**config.mk**
```make
export PLATFORM = sky130hd
export DESIGN_NAME = rca_seq_ctrl_flat
export DESIGN_NICKNAME = d
export VERILOG_FILES = /design/src/rtl/rca_seq_ctrl_if.sv /design/src/rtl/rca_seq_ctrl.sv /design/src/flat_wrapper.sv
export SDC_FILE = /design/constraint.sdc
export NUM_CORES = 1
export LEC_CHECK = 0
export BUFFER_PORTS_ARGS = -buffer_cell sky130_fd_sc_hd__buf_2
export CAP_MARGIN = 20
export CORE_MARGIN = 2
export CORE_UTILIZATION = 35
export CTS_BUF_LIST = sky130_fd_sc_hd__clkbuf_8
export DETAILED_ROUTE_END_ITERATION = 12
export PLACE_DENSITY = 0.52
export SLEW_MARGIN = 20
export SYNTH_ARGS = -nofsm -noshare
export SYNTH_HDL_FRONTEND = slang
export SYNTH_SLANG_ARGS = --single-unit
```
**constraint.sdc**
```tcl
create_clock -name clk -period 5.3 [get_ports clk]
set_input_delay 0.265 -clock clk [delete_from_list [all_inputs] [get_ports clk]]
set_output_delay 0.265 -clock clk [all_outputs]
set_load 0.01 [all_outputs]
```
**src/rtl/rca_seq_ctrl_if.sv**
```systemverilog
// Request/result handshake bundle for rca_seq_ctrl.
// Optional ovf signal exists only when RCA_SEQ_OVF_EN is defined.
interface rca_seq_ctrl_if #(parameter int WIDTH = 16);
  logic             in_valid;
  logic             in_ready;
  logic [WIDTH-1:0] a;
  logic [WIDTH-1:0] b;
  logic             cin;
  logic             out_valid;
  logic             out_ready;
  logic [WIDTH-1:0] sum;
  logic             cout;
`ifdef RCA_SEQ_OVF_EN
  logic             ovf;
`endif

  modport slave (
    input  in_valid, a, b, cin, out_ready,
`ifdef RCA_SEQ_OVF_EN
    output ovf,
`endif
    output in_ready, out_valid, sum, cout
  );

  modport master (
    output in_valid, a, b, cin, out_ready,
`ifdef RCA_SEQ_OVF_EN
    input  ovf,
`endif
    input  in_ready, out_valid, sum, cout
  );
endinterface

```
**src/rtl/rca_seq_ctrl.sv**
```systemverilog
// WIDTH-bit adder sequenced through one 4-bit ripple slice, LS nibble first.
// Define RCA_SEQ_OVF_EN to add the registered signed-overflow output ovf.
module rcadder_4 (
  output logic [3:0] sum,
  output logic       carryout,
  input  logic [3:0] A,
  input  logic [3:0] B,
  input  logic       CarryIn
);
  logic [4:0] c;
  assign c[0] = CarryIn;
  for (genvar k = 0; k < 4; k++) begin : g_fa
    assign sum[k]  = A[k] ^ B[k] ^ c[k];
    assign c[k+1]  = (A[k] & B[k]) | (c[k] & (A[k] ^ B[k]));
  end
  assign carryout = c[4];
endmodule

module rca_seq_ctrl #(
  parameter int WIDTH = 16
) (
  input logic           clk,
  input logic           rst_n,
  rca_seq_ctrl_if.slave bus
);
  localparam int NSLICE = WIDTH / 4;
  localparam int CW     = (NSLICE > 1) ? $clog2(NSLICE) : 1;
  localparam logic [CW-1:0] LAST = CW'(NSLICE - 1);

  typedef enum logic [1:0] {IDLE, RUN, DONE} state_t;
  state_t state, state_nxt;

  logic [NSLICE-1:0][3:0] op_a, op_b, sum_r;
  logic [CW-1:0]          cnt;
  logic                   carry, cout_r;
  logic [3:0]             sl_a, sl_b, sl_sum;
  logic                   sl_co;

  assign sl_a = op_a[cnt];
  assign sl_b = op_b[cnt];

  rcadder_4 u_slice (
    .sum      (sl_sum),
    .carryout (sl_co),
    .A        (sl_a),
    .B        (sl_b),
    .CarryIn  (carry)
  );

  always_ff @(posedge clk or negedge rst_n) begin
    if (!rst_n) state <= IDLE;
    else        state <= state_nxt;
  end

  always_comb begin
    state_nxt = state;
    unique case (state)
      IDLE:    if (bus.in_valid)  state_nxt = RUN;
      RUN:     if (cnt == LAST)   state_nxt = DONE;
      DONE:    if (bus.out_ready) state_nxt = IDLE;
      default:                    state_nxt = IDLE;
    endcase
  end

`ifdef RCA_SEQ_OVF_EN
  // Carry into bit 3 of the slice recovered from its sum bit; only used on the top slice.
  logic c_top, ovf_r;
  assign c_top   = sl_a[3] ^ sl_b[3] ^ sl_sum[3];
  assign bus.ovf = ovf_r;
`endif

  always_ff @(posedge clk or negedge rst_n) begin
    if (!rst_n) begin
      op_a   <= '0;
      op_b   <= '0;
      sum_r  <= '0;
      cnt    <= '0;
      carry  <= 1'b0;
      cout_r <= 1'b0;
`ifdef RCA_SEQ_OVF_EN
      ovf_r  <= 1'b0;
`endif
    end else begin
      unique case (state)
        IDLE: if (bus.in_valid) begin
          op_a  <= bus.a;
          op_b  <= bus.b;
          carry <= bus.cin;
          cnt   <= '0;
        end
        RUN: begin
          sum_r[cnt] <= sl_sum;
          carry      <= sl_co;
          if (cnt == LAST) begin
            cout_r <= sl_co;
            cnt    <= '0;
`ifdef RCA_SEQ_OVF_EN
            ovf_r  <= c_top ^ sl_co;
`endif
          end else begin
            cnt <= cnt + 1'b1;
          end
        end
        default: ;
      endcase
    end
  end

  assign bus.in_ready  = (state == IDLE);
  assign bus.out_valid = (state == DONE);
  assign bus.sum       = sum_r;
  assign bus.cout      = cout_r;
endmodule
```
**src/flat_wrapper.sv**
```systemverilog
// flat-port wrapper written by rule: the top's interface ports become plain ports
module rca_seq_ctrl_flat 
#(
  parameter int WIDTH = 16
)
  (clk, rst_n, bus_in_valid, bus_a, bus_b, bus_cin, bus_out_ready, bus_in_ready, bus_out_valid, bus_sum, bus_cout);
  rca_seq_ctrl_if #(.WIDTH(WIDTH)) bus_i ();
  input logic clk;
  input logic rst_n;
  input wire logic [$bits(bus_i.in_valid)-1:0] bus_in_valid;
  input wire logic [$bits(bus_i.a)-1:0] bus_a;
  input wire logic [$bits(bus_i.b)-1:0] bus_b;
  input wire logic [$bits(bus_i.cin)-1:0] bus_cin;
  input wire logic [$bits(bus_i.out_ready)-1:0] bus_out_ready;
  output wire logic [$bits(bus_i.in_ready)-1:0] bus_in_ready;
  output wire logic [$bits(bus_i.out_valid)-1:0] bus_out_valid;
  output wire logic [$bits(bus_i.sum)-1:0] bus_sum;
  output wire logic [$bits(bus_i.cout)-1:0] bus_cout;
  assign bus_i.in_valid = bus_in_valid;
  assign bus_i.a = bus_a;
  assign bus_i.b = bus_b;
  assign bus_i.cin = bus_cin;
  assign bus_i.out_ready = bus_out_ready;
  assign bus_in_ready = bus_i.in_ready;
  assign bus_out_valid = bus_i.out_valid;
  assign bus_sum = bus_i.sum;
  assign bus_cout = bus_i.cout;
  rca_seq_ctrl #(.WIDTH(WIDTH)) u_core (.clk(clk), .rst_n(rst_n), .bus(bus_i));
endmodule
```
Yosys cells after proc, flatten, opt, wreduce, memory -nomap -nowiden
Index checks and enable logic that the tools add are counted.
Widths: inputs -> output; s select.
{"block": "classes", "n_reduce_logical": 7, "n_eq_ne": 6, "muxes": 16, "order_cmp": 2, "bitwise": 20, "add_sub_neg": 1}
{"operator": "$bmux 4 s2", "count": 2}
{"operator": "$bwmux 16", "count": 1}
{"operator": "$mux 4", "count": 3}
{"operator": "$mux 2", "count": 5}
{"operator": "$and 1x1->1", "count": 8}
{"operator": "$demux 4 s2", "count": 1}
{"operator": "$xor 1x1->1", "count": 8}
{"operator": "$pmux 2 s3", "count": 1}
{"operator": "$reduce_and 2->1", "count": 3}
{"operator": "$eq 2x2->1 const B", "count": 2}
{"operator": "$ne 2x2->1 const B", "count": 2}
{"operator": "$or 1x1->1", "count": 4}
{"operator": "$pmux 2 s2", "count": 1}
{"operator": "$lt 2x3->1 const B", "count": 1}
{"operator": "$reduce_and 3->1", "count": 1}
{"operator": "$add 2x1->2 const B", "count": 1}
{"operator": "$eq 2x1->1 const B", "count": 1}
{"operator": "$ge 2x1->1 const B", "count": 1}
{"operator": "$logic_not 2->1", "count": 1}
{"operator": "$ne 2x1->1 const B", "count": 1}
{"operator": "$pmux 1 s2", "count": 1}
{"operator": "$reduce_bool 2->1", "count": 1}
{"operator": "$logic_and 1x1->1", "count": 1}
{"operator": "$mux 1", "count": 1}
{"block": "word_totals", "in_bits": 37, "elab_cells": 68, "reg_bits": 54}

Longest topological paths before layout
Gate-level depths: netlist (run 1).
{"block": "logic_depth", "depth_word": 12, "depth_mapped": 10, "depth_no_buf": 9}

Cells and area by module
A second synthesis (run 1) with hierarchy kept.
{"block": "hier_totals", "hier_cells": 159, "hier_area_um2": 2457.4}
{"mod": "rca_seq_ctrl", "area_per_inst_um2": 2339.7, "cells_per_inst": 145, "n_inst": 1, "seq_area_each_um2": 1351.3}
{"mod": "rcadder_4", "area_per_inst_um2": 117.6, "cells_per_inst": 14, "n_inst": 1, "seq_area_each_um2": 0.0}

Worst setup path before layout (run 1)
No wires, ideal clock.
{"block": "synth_path", "path_type": "flip-flop to flip-flop", "from": "reg u_core.cnt[0]", "to": "reg u_core.sum_r (netlist bit u_core.bus.sum[15])", "path_slack_ps": 2288, "required_time_ps": 5220, "setup_ps": 80, "arrival_ps": 2932, "n_path_buf": 1, "path_stages_with_launch": 11, "path_cell_list": "dfrtp_1 > buf_2 > mux4_2 > fa_1 > inv_1 > fa_1 > inv_1 > fa_1 > inv_1 > fa_1 > mux2i_1"}
{"block": "synth_via", "elab_chain_cells": 11}
{"element": "start, declared", "line": "rca_seq_ctrl.sv:34", "rtl": "logic [CW-1:0] cnt;"}
{"element": "start signal, assigned", "line": "rca_seq_ctrl.sv:101", "rtl": "cnt <= cnt + 1'b1;"}
{"element": "$bmux 4 s2, on equally long branches", "line": "rca_seq_ctrl.sv:39, rca_seq_ctrl.sv:40"}
{"element": "$mux 4, on equally long branches", "line": "rca_seq_ctrl.sv:39, rca_seq_ctrl.sv:40"}
{"element": "$xor 1x1->1", "line": "rca_seq_ctrl.sv:14", "rtl": "assign c[k+1] = (A[k] & B[k]) | (c[k] & (A[k] ^ B[k]));"}
{"element": "$and 1x1->1", "line": "rca_seq_ctrl.sv:14"}
{"element": "$or 1x1->1", "line": "rca_seq_ctrl.sv:14"}
{"element": "$and 1x1->1", "line": "rca_seq_ctrl.sv:14"}
{"element": "$or 1x1->1", "line": "rca_seq_ctrl.sv:14"}
{"element": "$and 1x1->1", "line": "rca_seq_ctrl.sv:14"}
{"element": "$or 1x1->1", "line": "rca_seq_ctrl.sv:14"}
{"element": "$xor 1x1->1", "line": "rca_seq_ctrl.sv:13", "rtl": "assign sum[k] = A[k] ^ B[k] ^ c[k];"}
{"element": "$bwmux 16 *", "line": "rca_seq_ctrl.sv:92", "rtl": "sum_r[cnt] <= sl_sum;"}
{"element": "end signal, assigned by index", "line": "rca_seq_ctrl.sv:92"}
{"element": "end, declared", "line": "rca_seq_ctrl.sv:33", "rtl": "logic [NSLICE-1:0][3:0] op_a, op_b, sum_r;"}
Mark *: on every way between the ends. The rest lies on a longest branch, timed or not. The select of a mux whose other input is x is not followed.
A chain may end at the register's enable or synchronous reset.

Final worst setup path (run 1)
{"block": "layout_path", "from": "reg u_core.cnt[0]", "to": "reg u_core.sum_r (netlist bit u_core.bus.sum[7])"}
Same word-level chain as after synthesis.

==> flow_summary_export.csv, run 1 <==
group,metric,value,unit
cts,cts_buffers,5,
timing,report.final.slew_viol_count,0,
finish,drive_above_1_share,49.5,%
synthesis,async_flop_share,100,%
place,gp_congestion,0.712,
floorplan,dieWidth,88.0,um
timing,rsz0062_at_grt,"no",
route,dr.pass1.iters,4,
place,post-place-cells,310,
critical_path,cp_slowest_cell,"dfrtp_1",
route,wl_met3,212,um
cts,cts_root_buf,"clkbuf_8",
finish,nets,266,
power,finalPower,1.98,mW
timing,fin_setup_tns,0,ns
synthesis,yosysTopAreaCell,"dfrtp_1",
critical_path,crit_chain,"mux4_2 > fa_1 > inv_1 > fa_1 > inv_1 > fa_1 > inv_1 > fa_1 > mux2i_1",
timing,min_period,3.31,ns
timing,finalHoldViolCount,0,
critical_path,crit_type,"flip-flop to flip-flop",
route,top_layer,"met4",
finish,syn_to_final_growth,18.6,%
finish,final_common_cell,"buf_2",
floorplan,dieArea,0.00774,mm2
cts,cts_hold_buffers,0,
run_status,status,"finished, final reports clean",
power,worst_ir_drop_vdd,0.246,mV
route,wire_per_inst,14.4,um
cts,cts.sinks,54,
synthesis,avgSynthCellArea,15.1,um2
synthesis,synth_top_flop_cell,"dfrtp_1",
floorplan,rows,30,
timing,fmax,302,MHz
floorplan,core,0.00679,mm2
synthesis,ys_warn_count,0,
route,wl_met2,2.07,mm
job,drv_cap,0,
timing,clock_skew,0.00542,ns
place,hpwl,3.30,mm
grt,antenna_found_initial,0,
synthesis,ys_types,21,
critical_path,r2r_slack,1.99,ns
grt,grt_pass1_wl,7.39,mm
floorplan,floorplan.initialDensity,36.3,%
power,leakage,1.42,nW
route,vias_per_cell,4.54,
grt,grt_usage,12.7,%
grt,grt_pass1_vias,1429,
timing,holdWs,0.0907,ns
timing,relSlewSlack,53.0,%
finish,n_fill_cell,655,
grt,grt_max_degree,55,
cts,cts.path.max_buffers,2,
floorplan,io_pins,56,
critical_path,crit_fanout,13,
route,drt_iter0_drc,51,
route,routed_wl,4.58,mm
route,drtAntennaViolNets,0,
cts,ctsResizeCount,0,
critical_path,crit_required,5.53,ns
synthesis,yosys-top-cells-area,"dfrtp_1 55%, mux2_2 17%, mux4_2 7.3%",
hold_path,hold_path_class,"primary input to async pin",
finish,diodes,0,
grt,grt-ovfl-total,0,
cts,cts_setup_buffers,0,
cts,clk_latency,0.30,ns
power,p_per_area,677,mW/mm2
synthesis,synth-edff-count,0,
timing,fin_crit_sh,62.5,%
cts,htree_levels,2,
synthesis,ys_seq_elements,54,
timing,setup_violations,0,
route,drc_errors,0,
route,wl_met1,2.28,mm
critical_path,worstSetupStartpointType,"flip-flop",
synthesis,synth_top_area_share,54.7,%
synthesis,syn-num-nets,209,
synthesis,synth_area,0.00247,mm2
critical_path,end_kind,"flip-flop",
synthesis,ys_seq_area_share,54.7,%
critical_path,cp_slowest_stage_delay,0.78,ns
synthesis,syn_inst,164,
finish,mostFrequentLayoutCells,"55 x buf_2, 54 x dfrtp_1, 38 x mux2_2",
finish,final_cells,318,
cts,clk_pin_slew,0.10,ns
floorplan,die_h,88.0,um
route,via_count,1443,
critical_path,arrival,3.54,ns
timing,worst-slew-pin-transition,0.706,ns
critical_path,cp_common_cell,"fa_1",
cts,cts_tree,"built",
place,numPortBuffers,55,
## sequential cells by signal (all words and copies together), names as in the netlist
register	count
u_core.bus.sum	16
u_core.op_a	16
u_core.op_b	16
u_core.cnt	2
u_core.state	2
u_core.bus.cout	1
u_core.carry	1
## layer usage
| metal | vias to the layer above | GRT usage (%) |
|---|---|---|
| met2 | 43 | 19.0 |
| met3 | 2 | 3.11 |
| met1 | 721 | 18.2 |
| met4 | 0 | 3.78 |
| met5 | - | 0 |
| li1 | 677 | - |
## area by class of cell
| cell class | count | area, um2 | area share [%] |
|---|---|---|---|
| Inverter | 20 | 75.1 | 2.57 |
| Clock inverter | 3 | 37.5 | 1.28 |
| Sequential cell | 54 | 1350 | 46.2 |
| Multi-Input combinational cell | 83 | 983 | 33.6 |
| Tap cell | 96 | 120 | 4.10 |
| Clock buffer | 5 | 68.8 | 2.35 |
| Timing Repair Buffer | 57 | 290 | 9.92 |
## report_power, final
group | switching (mW) | internal [mW]
sequential | 0.154 | 0.629
clock | 0.132 | 0.138
combinational | 0.416 | 0.513
## cell families after synthesis
group	after synthesis	synth area share (%)
compound gates	6	1.82
fa+ha+maj	8	5.27
buf+inv	27	5.42
flops	54	54.7
mux	57	29.2
simple gates	12	3.55
## path summary, 6_finish.rpt
| path | from | to | cells past startpoint |
|---|---|---|---|
| worst max-delay path | u_core.cnt[0]$_DFFE_PN0P_ | u_core.bus.sum[7]$_DFFE_PN0P_ | 9 |
| worst min-delay path | rst_n | u_core.bus.sum[5]$_DFFE_PN0P_ | 2 |
| worst max register to register | u_core.cnt[0]$_DFFE_PN0P_ | u_core.bus.sum[7]$_DFFE_PN0P_ | 9 |
| worst min register to register | u_core.op_b[15]$_DFFE_PN0P_ | u_core.op_b[15]$_DFFE_PN0P_ | 1 |
| max in group asynchronous | rst_n | u_core.cnt[1]$_DFFE_PN0P_ | 2 |
| min in group clk | bus_out_ready | u_core.state[1]$_DFFE_PN0P_ | 2 |
## per-stage QoR
stage | area [um2] | utilization (%) | setup slack (ns)
after floorplan | 2470 | - | 2.29
after global placement | 2820 | 41.5 | 2.03
after detailed placement | 2820 | 41.5 | 1.93
after CTS | 2930 | 43.1 | 1.90
after global routing | 2930 | 43.1 | 1.74
final | 2930 | 43.1 | 1.99
## cells in the mapped netlist, drive strengths merged, types with 2 or more instances
cell / n
a22o: 2
buf: 7
dfrtp: 54
fa: 4
ha: 4
inv: 20
mux2: 40
mux2i: 9
mux4: 8
nand2b: 3
nand3b: 4
nor2: 2
nor2b: 2
## critical path: cells and delay by family (launching register included)
| family | cells | cell delay (ns) |
|---|---|---|
| flip-flops | 1 | 0.78 |
| buffers and inverters | 3 | 0.24 |
| multiplexers | 2 | 0.77 |
| adder cells (fa/ha/maj) | 4 | 1.45 |
Power figures use the tool's default switching activity.
==> inputs of run 2 (changes only) <==
--- a/config.mk
+++ b/config.mk
@@ -5,13 +5,14 @@
 export SDC_FILE = /design/constraint.sdc
 export NUM_CORES = 1
 export LEC_CHECK = 0
+export ABC_AREA = 1
 export BUFFER_PORTS_ARGS = -buffer_cell sky130_fd_sc_hd__buf_2
 export CAP_MARGIN = 20
 export CORE_MARGIN = 2
 export CORE_UTILIZATION = 35
 export CTS_BUF_LIST = sky130_fd_sc_hd__clkbuf_8
 export DETAILED_ROUTE_END_ITERATION = 12
-export PLACE_DENSITY = 0.52
+export PLACE_DENSITY = 0.54
 export SLEW_MARGIN = 20
 export SYNTH_ARGS = -nofsm -noshare
 export SYNTH_HDL_FRONTEND = slang
==> constraint.sdc (replaced) <==
create_clock -name clk -period 2.8 [get_ports clk]
set_input_delay 0.14 -clock clk [delete_from_list [all_inputs] [get_ports clk]]
set_output_delay 0.14 -clock clk [all_outputs]
set_load 0.01 [all_outputs]
==> run 2 against run 1 <==
Sequential share of layout area decreased by 2.8 points. Final cell count up 52%. Non-clock buffer count grew 11. Largest cell class unchanged.
==> flow_summary_export.csv, run 2 <==
group,metric,value,unit
run_status,status,"finished, final reports clean",
power,comb_power_share,51.0,%
synthesis,async_flop_share,100,%
place,hpwl,4.24,mm
finish,diodes,0,
finish,final_common_cell,"nand2_1",
finish,nets,429,
route,wire_per_inst,12.0,um
timing,fmax,380,MHz
power,power.share.switching,44.4,%
synthesis,avgSynthCellArea,7.95,um2
synthesis,synthTopCellsByCount,"172 x nand2_1, 54 x dfrtp_1, 42 x nand3_1, 17 x inv_1, 12 x buf_2",
critical_path,cp_slowest_stage_delay,0.46,ns
floorplan,dieWidth,89.7,um
timing,min_period,2.63,ns
synthesis,ys_seq_area_share,52.6,%
route,via_count,2185,
power,internal_power,2.16,mW
route,drt_iter0_drc,82,
critical_path,crit_fanout,5,
timing,fin_setup_tns,0,ns
job,drv_cap,0,
grt,grt_usage,15.8,%
power,p_clk_share,13.3,%
route,drtAntennaViolNets,0,
cts,clk_pin_slew,0.10,ns
critical_path,crit_type,"flip-flop to flip-flop",
grt,grt-ovfl-total,0,
route,drc_errors,0,
power,seqPwrFrac,35.7,%
timing,finalHoldViolCount,0,
hold_path,whs_path_depth,2,
grt,gr-max-usage-layer,"met2",
synthesis,ys_warn_count,0,
critical_path,path_buf_inv,5,
timing,clock_skew,0.00845,ns
critical_path,arrival,2.88,ns
cts,cts.path.max_buffers,2,
power,p_sw,1.72,mW
critical_path,worst-path-stages,13,
route,dr.pass1.iters,4,
synthesis,ys_seq_elements,54,
grt,use_met3,3.11,%
floorplan,die_h,89.7,um
power,leakage,1.75,nW
cts,cts.sinks,54,
synthesis,yosysTopAreaCell,"dfrtp_1",
grt,grt_use_met1,21.8,%
critical_path,crit_required,3.05,ns
power,p_per_area,1250,mW/mm2
timing,setup_violations,0,
grt,antenna_found_initial,0,
synthesis,synth_area,0.00257,mm2
route,routed_wl,5.80,mm
finish,syn_to_final_growth,21.4,%
synthesis,ys_types,15,
timing,fin_crit_sh,94.0,%
synthesis,yosys-top-cells-area,"dfrtp_1 53%, nand2_1 25%, nand3_1 8.2%",
synthesis,syn-num-nets,368,
place,gp_congestion,0.834,
timing,relSlewSlack,40.9,%
critical_path,worstSetupStartpointType,"flip-flop",
route,vias_per_cell,4.51,
grt,grt_pass1_wl,9.79,mm
timing,report.final.slew_viol_count,0,
critical_path,cp_top_family,"adder cells",
floorplan,core,0.00718,mm2
power,worst_ir_drop_vdd,0.365,mV
timing,rsz0062_at_grt,"no",
grt,met2_usage,25.1,%
critical_path,end_kind,"flip-flop",
cts,clk_latency,0.31,ns
floorplan,rows,31,
synthesis,synth_top_area_share,52.6,%
finish,mostFrequentLayoutCells,"172 x nand2_1, 55 x buf_2, 53 x dfrtp_1",
floorplan,floorplan.initialDensity,35.8,%
finish,drive_above_1_share,22.1,%
synthesis,synth_most_common_cell,"nand2_1",
grt,grt_pass1_vias,2041,
cts,cts_root_buf,"clkbuf_8",
critical_path,cp_slowest_cell,"dfrtp_2",
synthesis,synth-edff-count,0,
place,postPlaceCellArea,0.00297,mm2
grt,grt_max_degree,41,
timing,worst-slew-pin-transition,0.887,ns
critical_path,crit_chain,"buf_6 > o211ai_1 > nand2_1 > fa_2 > inv_2 > fa_1 > inv_1 > fa_2 > inv_2 > fa_1 > inv_2 > nand2_1 > nand2_1",
synthesis,synth_top_flop_cell,"dfrtp_1",
finish,fin_area,0.00312,mm2
place,numPortBuffers,55,
cts,htree_levels,2,
hold_path,hold_path_class,"primary input to flip-flop",
floorplan,dieArea,0.00804,mm2
cts,cts_tree,"built",
cts,cts_buffers,5,
synthesis,syn_inst,323,
critical_path,worstRegToRegCells,13,
floorplan,io_pins,56,
[run 2: metal layers]
metal / up-vias / routed length (um)
met5: - / 0
met4: 0 / 75
met3: 8 / 264
met2: 47 / 2670
met1: 1009 / 2790
li1: 1121 / -
[run 2: final cells by class]
cell class / instances / area (um2)
Timing Repair Buffer: 68 / 379
Clock inverter: 3 / 40.0
Fill cell: 773 / 4060
Inverter: 18 / 67.6
Tap cell: 99 / 124
Sequential cell: 54 / 1350
Multi-Input combinational cell: 237 / 1090
Clock buffer: 5 / 68.8
[run 2: path summary, 6_finish.rpt]
| check | startpoint | endpoint | slack [ns] |
|---|---|---|---|
| hold / removal | bus_out_ready | u_core.state[1]$_DFFE_PN0P_ | 0.03 |
| setup / recovery | u_core.cnt[0]$_DFFE_PN0P_ | u_core.bus.sum[15]$_DFFE_PN0P_ | 0.17 |
| hold reg to reg | u_core.bus.sum[5]$_DFFE_PN0P_ | u_core.bus.sum[5]$_DFFE_PN0P_ | 0.47 |
| min in group asynchronous | rst_n | u_core.carry$_DFFE_PN0P_ | 0.49 |
| max in group asynchronous | rst_n | u_core.cnt[0]$_DFFE_PN0P_ | 1.62 |
| setup reg to reg | u_core.cnt[0]$_DFFE_PN0P_ | u_core.bus.sum[15]$_DFFE_PN0P_ | 0.17 |
[run 2: per-stage QoR]
step / worst slack (ns) / power, mW / instances / utilization, % / hold slack, ns
floorplan: 0.00351 / 2.69 / 323 / - / -0.156
global placement: 0.0684 / 3.29 / 472 / 41.3 / 0.318
detailed placement: 0.0123 / 3.33 / 472 / 41.3 / 0.321
CTS: 0.0780 / 3.85 / 481 / 43.0 / 0.0203
global route: 0.00294 / 4.32 / 484 / 43.5 / 0.0143
finish: 0.168 / 3.88 / 484 / 43.5 / 0.0282
[run 2: logic make-up after synthesis]
| group | after synthesis | synth area share, % |
|---|---|---|
| AND/OR/NAND/NOR | 222 | 35.2 |
| adder cells (fa/ha/maj) | 8 | 5.07 |
| flip-flops | 54 | 52.6 |
| buffers and inverters | 32 | 5.26 |
| AO/OA/AOI/OAI | 7 | 1.85 |
[run 2: timing repair]
action / in CTS / in global routing
gates resized for setup: 1 / 9
hold buffers: 1 / 0
pin swaps: 0 / 4
setup endpoints to repair: 4 / 4
endpoints found under the hold margin: 38 / 0
cloned: 0 / 0
buffers inserted: 0 / 3
[run 2: power by group through the flow]
stage / logic, mW / registers (mW) / clock network, mW
6_report: 1.98 / 1.39 / 0.516
4_1_cts: 1.92 / 1.40 / 0.534
3_3_place_gp: 1.88 / 1.41 / 0
5_1_grt: 2.31 / 1.44 / 0.575
2_1_floorplan: 1.30 / 1.40 / 0
3_5_place_dp: 1.92 / 1.41 / 0
